===== config.mk =====
export PLATFORM = sky130hd
export DESIGN_NAME = pipe_trace_buffer
export DESIGN_NICKNAME = d
export VERILOG_FILES = /design/src/rtl/pipe_trace_pkg.sv /design/src/rtl/pipe_trace_buffer_ram.sv /design/src/rtl/pipe_trace_buffer.sv
export SDC_FILE = /design/constraint.sdc
export NUM_CORES = 1
export LEC_CHECK = 0
export CORE_MARGIN = 2
export CORE_UTILIZATION = 52
export DETAILED_ROUTE_END_ITERATION = 10
export DONT_BUFFER_PORTS = 1
export HOLD_SLACK_MARGIN = 0.08
export PLACE_DENSITY = 0.74
export RECOVER_POWER = 50
export SETUP_SLACK_MARGIN = 0.3
export SLEW_MARGIN = 40
export SYNTH_ARGS = -nofsm -noshare
export SYNTH_HDL_FRONTEND = slang
export SYNTH_HIERARCHICAL = 1
export SYNTH_SLANG_ARGS = --single-unit

===== constraint.sdc =====
create_clock -name clk -period 26.1 [get_ports clk]
set_input_delay 1.305 -clock clk [delete_from_list [all_inputs] [get_ports clk]]
set_output_delay 1.305 -clock clk [all_outputs]
set_load 0.005 [all_outputs]

===== src/rtl/pipe_trace_pkg.sv =====
// Shared types and field layout for the pipeline trace buffer.
package pipe_trace_pkg;

  typedef enum logic [2:0] {
    ST_IDLE,
    ST_ARMED,
    ST_POST,
    ST_LOAD,
    ST_READ
  } state_t;

  // Field positions within an entry, counted in DATA_W units from the LSB.
  localparam int PC_FIELD    = 2;
  localparam int INSTR_FIELD = 1;
  localparam int ALU_FIELD   = 0;

  function automatic int entry_w(input int data_w);
    return 3 * data_w;
  endfunction

endpackage


===== src/rtl/pipe_trace_buffer_ram.sv =====
// Trace storage: one synchronous write port, one registered read port.
module trace_ram #(
  parameter int DEPTH = 16,
  parameter int W     = 96,
  parameter int AW    = $clog2(DEPTH)
) (
  input  logic          clk,
  input  logic          rst,
  input  logic          wr_en,
  input  logic [AW-1:0] wr_addr,
  input  logic [W-1:0]  wr_data,
  input  logic          rd_en,
  input  logic [AW-1:0] rd_addr,
  output logic [W-1:0]  rd_data
);

  logic [W-1:0] r_mem [DEPTH];
  logic [W-1:0] r_rd_data;

  always_ff @(posedge clk) begin
    if (wr_en) r_mem[wr_addr] <= wr_data;
  end

  // Only the read register is reset; it doubles as the visible rd_data.
  always_ff @(posedge clk) begin
    if (rst)        r_rd_data <= '0;
    else if (rd_en) r_rd_data <= r_mem[rd_addr];
  end

  assign rd_data = r_rd_data;

endmodule


===== src/rtl/pipe_trace_buffer.sv =====
// Trace capture for the 5-stage CPU: circular history, PC trigger, post-window,
// then an oldest-first readout over valid/ready.
//
// state    | meaning
// ST_IDLE  | no capture, waiting for arm
// ST_ARMED | capturing, watching for trigger PC
// ST_POST  | capturing the post-trigger entries
// ST_LOAD  | fetching the oldest entry into rd_data
// ST_READ  | presenting entries to the consumer
module pipe_trace_buffer
  import pipe_trace_pkg::*;
#(
  parameter int DATA_W    = 32,
  parameter int DEPTH     = 16,
  parameter int POST_TRIG = 4
) (
  input  logic                      clk,
  input  logic                      rst,
  input  logic                      cap_valid,
  input  logic [DATA_W-1:0]         cap_pc,
  input  logic [DATA_W-1:0]         cap_instr,
  input  logic [DATA_W-1:0]         cap_alu,
  input  logic                      arm,
  input  logic                      abort,
  input  logic [DATA_W-1:0]         trig_pc,
  output logic                      armed,
  output logic                      done,
  output logic [$clog2(DEPTH):0]    count,
  output logic                      rd_valid,
  input  logic                      rd_ready,
  output logic [3*DATA_W-1:0]       rd_data
);

  localparam int AW = $clog2(DEPTH);
  localparam int CW = AW + 1;
  localparam int EW = entry_w(DATA_W);

  state_t        r_state, w_state_nxt;
  logic [AW-1:0] r_wr_ptr, r_rd_ptr;
  logic [CW-1:0] r_count, r_post_cnt, r_remaining;
  logic          w_cap, w_trig, w_rd_en, w_wr_en;
  logic [AW-1:0] w_rd_addr, w_oldest;
  logic [EW-1:0] w_wr_data;

  assign w_cap    = cap_valid && (r_state == ST_ARMED || r_state == ST_POST);
  assign w_trig   = cap_valid && (r_state == ST_ARMED) && (cap_pc == trig_pc);
  assign w_wr_en  = w_cap && !abort;
  // A full window wraps to wr_ptr itself since count's low bits are zero.
  assign w_oldest = r_wr_ptr - r_count[AW-1:0];

  assign w_wr_data[PC_FIELD*DATA_W    +: DATA_W] = cap_pc;
  assign w_wr_data[INSTR_FIELD*DATA_W +: DATA_W] = cap_instr;
  assign w_wr_data[ALU_FIELD*DATA_W   +: DATA_W] = cap_alu;

  always_comb begin
    w_state_nxt = r_state;
    w_rd_en     = 1'b0;
    w_rd_addr   = r_rd_ptr;
    case (r_state)
      ST_IDLE:  if (arm) w_state_nxt = ST_ARMED;
      ST_ARMED: if (w_trig) w_state_nxt = (POST_TRIG == 0) ? ST_LOAD : ST_POST;
      ST_POST:  if (cap_valid && r_post_cnt == CW'(POST_TRIG - 1)) w_state_nxt = ST_LOAD;
      ST_LOAD: begin
        w_rd_en     = 1'b1;
        w_rd_addr   = w_oldest;
        w_state_nxt = ST_READ;
      end
      ST_READ: begin
        if (rd_ready) begin
          if (r_remaining > CW'(1)) w_rd_en = 1'b1;
          else                      w_state_nxt = ST_IDLE;
        end
      end
      default: w_state_nxt = ST_IDLE;
    endcase
    if (abort) begin
      w_state_nxt = ST_IDLE;
      w_rd_en     = 1'b0;
    end
  end

  always_ff @(posedge clk) begin
    if (rst) r_state <= ST_IDLE;
    else     r_state <= w_state_nxt;
  end

  always_ff @(posedge clk) begin
    if (rst) begin
      r_wr_ptr    <= '0;
      r_rd_ptr    <= '0;
      r_count     <= '0;
      r_post_cnt  <= '0;
      r_remaining <= '0;
    end else if (abort) begin
      r_count <= '0;
    end else begin
      case (r_state)
        ST_IDLE: begin
          if (arm) begin
            r_wr_ptr <= '0;
            r_count  <= '0;
          end
        end
        ST_ARMED, ST_POST: begin
          if (cap_valid) begin
            r_wr_ptr <= r_wr_ptr + 1'b1;
            if (r_count != CW'(DEPTH)) r_count <= r_count + 1'b1;
            r_post_cnt <= (r_state == ST_ARMED) ? '0 : r_post_cnt + 1'b1;
          end
        end
        ST_LOAD: begin
          r_rd_ptr    <= w_oldest + 1'b1;
          r_remaining <= r_count;
        end
        ST_READ: begin
          if (rd_ready && r_remaining > CW'(1)) begin
            r_rd_ptr    <= r_rd_ptr + 1'b1;
            r_remaining <= r_remaining - 1'b1;
          end
        end
        default: ;
      endcase
    end
  end

  trace_ram #(.DEPTH(DEPTH), .W(EW)) u_ram (
    .clk     (clk),
    .rst     (rst),
    .wr_en   (w_wr_en),
    .wr_addr (r_wr_ptr),
    .wr_data (w_wr_data),
    .rd_en   (w_rd_en),
    .rd_addr (w_rd_addr),
    .rd_data (rd_data)
  );

  assign armed    = (r_state == ST_ARMED) || (r_state == ST_POST);
  assign done     = (r_state == ST_LOAD) || (r_state == ST_READ);
  assign rd_valid = (r_state == ST_READ);
  assign count    = r_count;

endmodule


# Word level (Yosys, flattened, before mapping)
# Memory sizes are Yosys's and may differ from the RTL's. A register that Yosys moved wholly into a read port is not among the register bits.
# Index checks and enable logic that the tools add are counted.
[classes]
addsub = 7
n_lt_le_gt_ge = 1
n_eq_ne = 15
n_mux = 25
bitwise = 1
n_reduce_logical = 19
[ops]
columns = ["cell", "count"]
rows = [
  ["$eq A32 B32 Y1", 1],
  ["$mux W5", 5],
  ["$pmux W5 S2", 2],
  ["$mux W4", 4],
  ["$pmux W4 S2", 2],
  ["$mux W3", 5],
  ["$pmux W3 S5", 1],
  ["$add A4 B1 Y4 const B", 3],
  ["$add A5 B1 Y5 const B", 2],
  ["$ne A2 B2 Y1 const B", 5],
  ["$reduce_and A4 Y1", 2],
  ["$eq A3 B2 Y1 const B", 2],
  ["$logic_and A1 B1 Y1", 6],
  ["$ne A2 B1 Y1 const B", 3],
  ["$reduce_and A3 Y1", 2],
  ["$eq A5 B2 Y1 const B", 1],
  ["$gt A5 B1 Y1 const B", 1],
  ["$mux W1", 5],
  ["$ne A5 B5 Y1 const B", 1],
  ["$reduce_and A5 Y1", 1],
  ["$sub A5 B1 Y5 const B", 1],
  ["$reduce_bool A2 Y1", 2],
  ["$reduce_or A2 Y1", 2],
  ["$sub A4 B4 Y4", 1],
  ["other kinds (7)", 8],
]
[word_totals]
regBits = 26
ramBits = 1536
input_bits = 134
out_inout_bits = 104
wordCells = 75
n_memories = 1
[memory_table]
columns = ["name", "depth", "width", "read_ports", "rd_clocked_by_memory_dff", "write_ports", "line_no", "source"]
rows = [
  ["u_ram.r_mem", 16, 96, 1, 1, 1, "pipe_trace_buffer_ram.sv:17", "logic [W-1:0] r_mem [DEPTH];"],
]

# Logic depth before layout (Yosys ltp)
[depth]
depth_word = 6
depth_mapped = 14
depth_no_buf = 10

# By module
# Netlist, hierarchy kept.
[by_module_without_submodules]
columns = ["module", "n_inst", "cells_per_inst", "area_each_um2", "seq_area_each_um2"]
rows = [
  ["trace_ram", 1, 3591, 61904.4, 48046.1],
  ["pipe_trace_buffer", 1, 246, 2033.2, 520.5],
]

# Worst setup path after synthesis
# OpenSTA, ideal clock, no wires.
[synth_timing]
path_type = "input to register"
start = "input abort"
end = "memory u_ram.r_mem[0][0], enable pin"
setup_time_ns = 0.668
arrival_ns = 9.023
t_required_ns = 25.432
setup_slack_ns = 16.409
stages = 4
n_path_buf = 1
cell_sequence = "clkbuf_1 a2111oi_4 or3b_2 nor3_1"
[synth_between]
elab_chain_cells = 4
[synth_rtl]
columns = ["element", "line_no", "source"]
rows = [
  ["start, declared", "pipe_trace_buffer.sv:24", "input logic abort,"],
  ["$logic_not A1 Y1", "pipe_trace_buffer.sv:47", "assign w_wr_en = w_cap && !abort;"],
  ["$logic_and A1 B1 Y1", "pipe_trace_buffer.sv:47", ""],
  ["named net w_wr_en", "pipe_trace_buffer.sv:41", "logic w_cap, w_trig, w_rd_en, w_wr_en;"],
  ["$mux W1", "pipe_trace_buffer_ram.sv:21", "if (wr_en) r_mem[wr_addr] <= wr_data;"],
  ["$mux W1 (not written as such)", "pipe_trace_buffer_ram.sv:21", ""],
  ["end, declared", "pipe_trace_buffer_ram.sv:17", ""],
]
# The timed path passes the listed nets, and every way through them passes these cells.

# Worst setup path in the final report
[layout_timing]
start = "register r_state[1]"
end = "memory u_ram.r_mem[14][59], enable pin"
[layout_between]
elab_chain_cells = 6
elab_cells_between_ends = 7
cone_classes = "2 x eq/ne; 2 x mux; 3 x reduce/logical"
[layout_rtl]
columns = ["element", "line_no", "source"]
rows = [
  ["start, declared", "pipe_trace_buffer.sv:38", "state_t r_state, w_state_nxt;"],
  ["start signal, assigned", "pipe_trace_buffer.sv:84", "else r_state <= w_state_nxt;"],
  ["$eq A3 B1 Y1 / $eq A3 B2 Y1 (equally long branches)", "pipe_trace_buffer.sv:45", "assign w_cap = cap_valid && (r_state == ST_ARMED || r_state == ST_POST);"],
  ["$logic_or A1 B1 Y1 *", "pipe_trace_buffer.sv:45", ""],
  ["$logic_and A1 B1 Y1 *", "pipe_trace_buffer.sv:45", ""],
  ["$logic_and A1 B1 Y1 *", "pipe_trace_buffer.sv:47", ""],
  ["named net w_wr_en", "pipe_trace_buffer.sv:41", ""],
  ["$mux W1 *", "pipe_trace_buffer_ram.sv:21", ""],
  ["$mux W1 (not written as such) *", "pipe_trace_buffer_ram.sv:21", ""],
]
# Mark *: on every way through the listed nets, which the timed path passes. The rest lies on a longest branch.

==> run_results.csv <==
group,metric,value,unit
cells_and_area,multi_input_area,14300,um^2
drt,vias_per_cell,5.986,
sta,min_period,6.283,ns
drt,ant_nets,0,
cts,cts_buffers,162,
global_route,grt_max_degree,120,
floorplan,rows,128,
flow_run,timing.max_cap.violations,1,
cells_and_area,area.sequential,48570,um^2
logic_synthesis,synth_top_family_by_area,"multiplexers",
floorplan,fp.dieH,354.7,um
min_path,hold_path.class,"reg2reg",
power,power_frac_clock,43.5,%
cts,insertion_delay,0.79,ns
cells_and_area,final_core_util,58.32,%
drt,num_vias,33666,
logic_synthesis,synth-edff-count,1536,
outcome,status,"complete, but fails checks",
power,internal-power,4.201,mW
drt,wire_per_inst,26.53,um
sta,finalHoldViolCount,0,
sta,worst_pin_slew,3.042,ns
global_route,grt-ovfl-total,0,
power,ir_drop,65.97,uV
place,hpwl,72070,um
floorplan,ios,238,
cts,cts.sinks,1658,
floorplan,dieArea,125800,um^2
cts,clkSlewWorstSetupHoldPaths,0.06,ns
logic_synthesis,synth_nets,3982,
drt,firstDrtPassIters,6,
logic_synthesis,post_synth_inst_count,3837,
sta,slew_headroom,-108.1,%
place,numPortBuffers,0,
floorplan,chipWidth,354.7,um
global_route,antenna_found_initial,1,
logic_synthesis,synthSimpleGateAreaFrac,4.892,%
sta,rsz0062_at_grt,"false",
sta,finalSetupViolCount,0,
worst_setup_path,reg2reg_slack,19.82,ns
power,leakage,21.72,nW
cells_and_area,syn_to_final_growth,11.17,%
logic_synthesis,yosysWarnings,6,
logic_synthesis,muxShareOfSynthArea,12.14,%
sta,finalCritPeriodShare,24.07,%
power,power_density,72.95,nW/um^2
cts,ctsHoldBuffers,0,
worst_setup_path,worstSetupStartpointType,"flip-flop",
drt,drtIter0Drc,3432,
worst_setup_path,reg2reg_from,"r_state[1]",
sta,skew,0.02841,ns
cts,cts_max_level,4,
floorplan,start_util,52.46,%
cts,cts-resized-gates,0,
logic_synthesis,ys_top_cells_by_area,"edfxtp_1 72%, mux2i_1 12%, dfxtp_1 3.8%",
floorplan,coreArea,121900,um^2
worst_setup_path,startpoint,"r_state[1]",
place,gp_congestion,0.7510,
power,pwr-share-comb,0.5,%
power,swShare,18.98,%
drt,drcViolationCount,0,
global_route,grt_use_total,23.54,%
logic_synthesis,yosys.area_share.xor_xnor,0.5479,%
cts,post_cts_buffers,0,
cts,cts_tree,"yes",
power,p_sw,0.9844,mW
global_route,grt_pass1_wl,217800,um
logic_synthesis,seq_area_frac_synth,75.96,%
sta,maxSlewViolCount,13,
logic_synthesis,ys_ff_latch,1658,
drt,drt_wl_total,149200,um
global_route,grt_pass1_vias,33516,
worst_setup_path,crit_fanout,48,
logic_synthesis,async_reset_ff_share,0,%
logic_synthesis,avgSynthCellArea,16.66,um^2
cts,cts_root_buf,"clkbuf_16",
logic_synthesis,netlist_area,63940,um^2
logic_synthesis,synth_compound_area_share,4.325,%
logic_synthesis,synth.largest_area_cell,"edfxtp_1",
worst_setup_path,worstPathRequired,26.50,ns
cells_and_area,fillers,8879,
worst_setup_path,end_kind,"flip-flop",
worst_setup_path,crit_path_end,"u_ram/r_mem[14][59]",
worst_setup_path,r2r_end,"u_ram/r_mem[14][59]",
sta,fin_tns_setup,0,ns
outcome,failed_checks,"max-capacitance violations, max-slew violations",
worst_setup_path,ff2ff_path_depth,6,
worst_setup_path,crit_arrival,6.68,ns
sta,max_freq,159.2,MHz
power,seqPwrFrac,56.0,%
cells_and_area,fin_nets,4008,
logic_synthesis,synthFlopType,"edfxtp_1",
logic_synthesis,synth.top_cell.area_share,72.14,%
cts,cts_buffer_depth,3,
cells_and_area,antennaDiodeCount,0,
cells_and_area,drive_above_1_share,8.252,%
logic_synthesis,synthAdderAreaFrac,0.2270,%
worst_setup_path,crit_type,"reg2reg",
logic_synthesis,synthDistinctLibCells,56,
-- Yosys cell counts, types with 2 or more instances --
master and instances:
a2111oi_4 2, a211oi_1 3, a21boi_0 2, a21o_1 2, a21oi_1 203, a22oi_1 192
a31oi_1 3, buf_1 15, buf_2 32, buf_4 48, buf_6 19, clkbuf_1 95
dfxtp_1 122, edfxtp_1 1536, ha_1 10, inv_1 17, mux2_2 2, mux2i_1 773
nand2_1 307, nand2b_1 5, nand3_1 299, nand3b_1 10, nand4_1 12, nand4b_1 2
nor2_1 35, nor2b_1 2, nor3_1 8, nor4_1 2, o21ai_0 10, o41ai_1 2
or3b_1 2, or3b_2 3, xnor2_1 33, xor2_1 7
-- flip-flops by register name (all words and copies together) (netlist names) --
signal / count
u_ram/rd_data: 96
r_wr_ptr: 4
r_post_cnt: 5
u_ram/r_mem: 1536
r_remaining: 5
r_state: 3
count: 5
r_rd_ptr: 4
-- kinds of logic (layout without fill, tap and decap cells) --
kind of cell,after synthesis,in the layout
and+or+nand+nor,693,693
AOI/OAI and AO/OA,432,432
buffers and inverters,228,390
adders and majority gates,11,11
DFF,1658,1658
xor gates and xnor gates,40,40
muxes,775,775
-- per-stage QoR --
stage / power, mW / area, um^2 / hold slack [ns] / std cells / worst slack [ns]
2_1_floorplan: 2.977 / 63940 / 0.4452 / 3837 / 16.41
3_3_place_gp: 2.988 / 65500 / 0.4596 / 5310 / 20.61
3_5_place_dp: 2.989 / 65860 / 0.4701 / 5320 / 21.29
4_1_cts: 5.216 / 71010 / 0.4796 / 5620 / 21.49
5_1_grt: 5.318 / 71080 / 0.5088 / 5624 / 19.22
6_report: 5.186 / 71080 / 0.4819 / 5624 / 19.82
-- layout by cell type (no fill, tap or decap), types with 5 or more instances in the layout --
cell type and n:
buf_6 28, inv_6 5, buf_4 22, nand3_1 299
nand4_1 12, clkbuf_1 51, xnor2_1 29, bufinv_16 8
a22oi_1 192, clkbuf_16 164, nand3b_1 10, o21ai_0 10
buf_12 8, clkinv_1 24, xor2_1 7, clkinv_8 5
clkinv_2 20, ha_1 10, edfxtp_1 1536, nand2_1 307
a21oi_1 203, nand2b_1 5, mux2i_1 773, inv_1 18
nor2_4 14, clkbuf_8 17, dfxtp_1 122, nor2_1 21
buf_16 10
-- area by class of cell --
cell class | instances | area share, %
timing repair buffer | 72 | 1.357
tap | 1625 | 2.860
inverter | 18 | 0.09505
sequential | 1658 | 68.32
clock buffer | 231 | 6.367
multi-input combinational | 1951 | 20.12
clock inverter | 69 | 0.8766
-- worst min path at each step --
stage	slack [ns]	cells past startpoint	startpoint	end
6_report	0.48	2	r_rd_ptr[1]	r_rd_ptr[1]
5_1_grt	0.51	2	u_ram/rd_data[14]	u_ram/rd_data[14]
4_1_cts	0.48	2	r_rd_ptr[1]	r_rd_ptr[1]
3_5_place_dp	0.47	2	r_rd_ptr[1]	r_rd_ptr[1]
3_3_place_gp	0.46	2	r_rd_ptr[1]	r_rd_ptr[1]
2_1_floorplan	0.45	2	r_rd_ptr[1]	r_rd_ptr[1]
-- routing by layer --
| layer | up-vias | track usage, % | share of wire [%] |
|---|---|---|---|
| met5 | - | 0 | 0 |
| met3 | 246 | 6.103 | 8.8 |
| met2 | 1337 | 39.29 | 49 |
| met1 | 17134 | 30.17 | 39 |
| met4 | 0 | 7.636 | 2.6 |
| li1 | 14949 | - | - |
-- worst max-delay path, stage by stage (launching register included) --
cell,delay [ns]
dfxtp_1,0.48
nand2b_1,0.14
a2111oi_0,2.43
nand3_1,0.81
nor2_4,0.63
buf_4,0.73
buf_6,0.64
-- power groups by stage --
stage	clock network (mW)	registers, mW	logic, mW
2_1_floorplan	0	2.96	0.0152
3_3_place_gp	0	2.96	0.0268
3_5_place_dp	0	2.96	0.0279
4_1_cts	2.28	2.90	0.0281
5_1_grt	2.39	2.90	0.0287
6_report	2.25	2.90	0.0273
(Power assumes the default switching activity.)
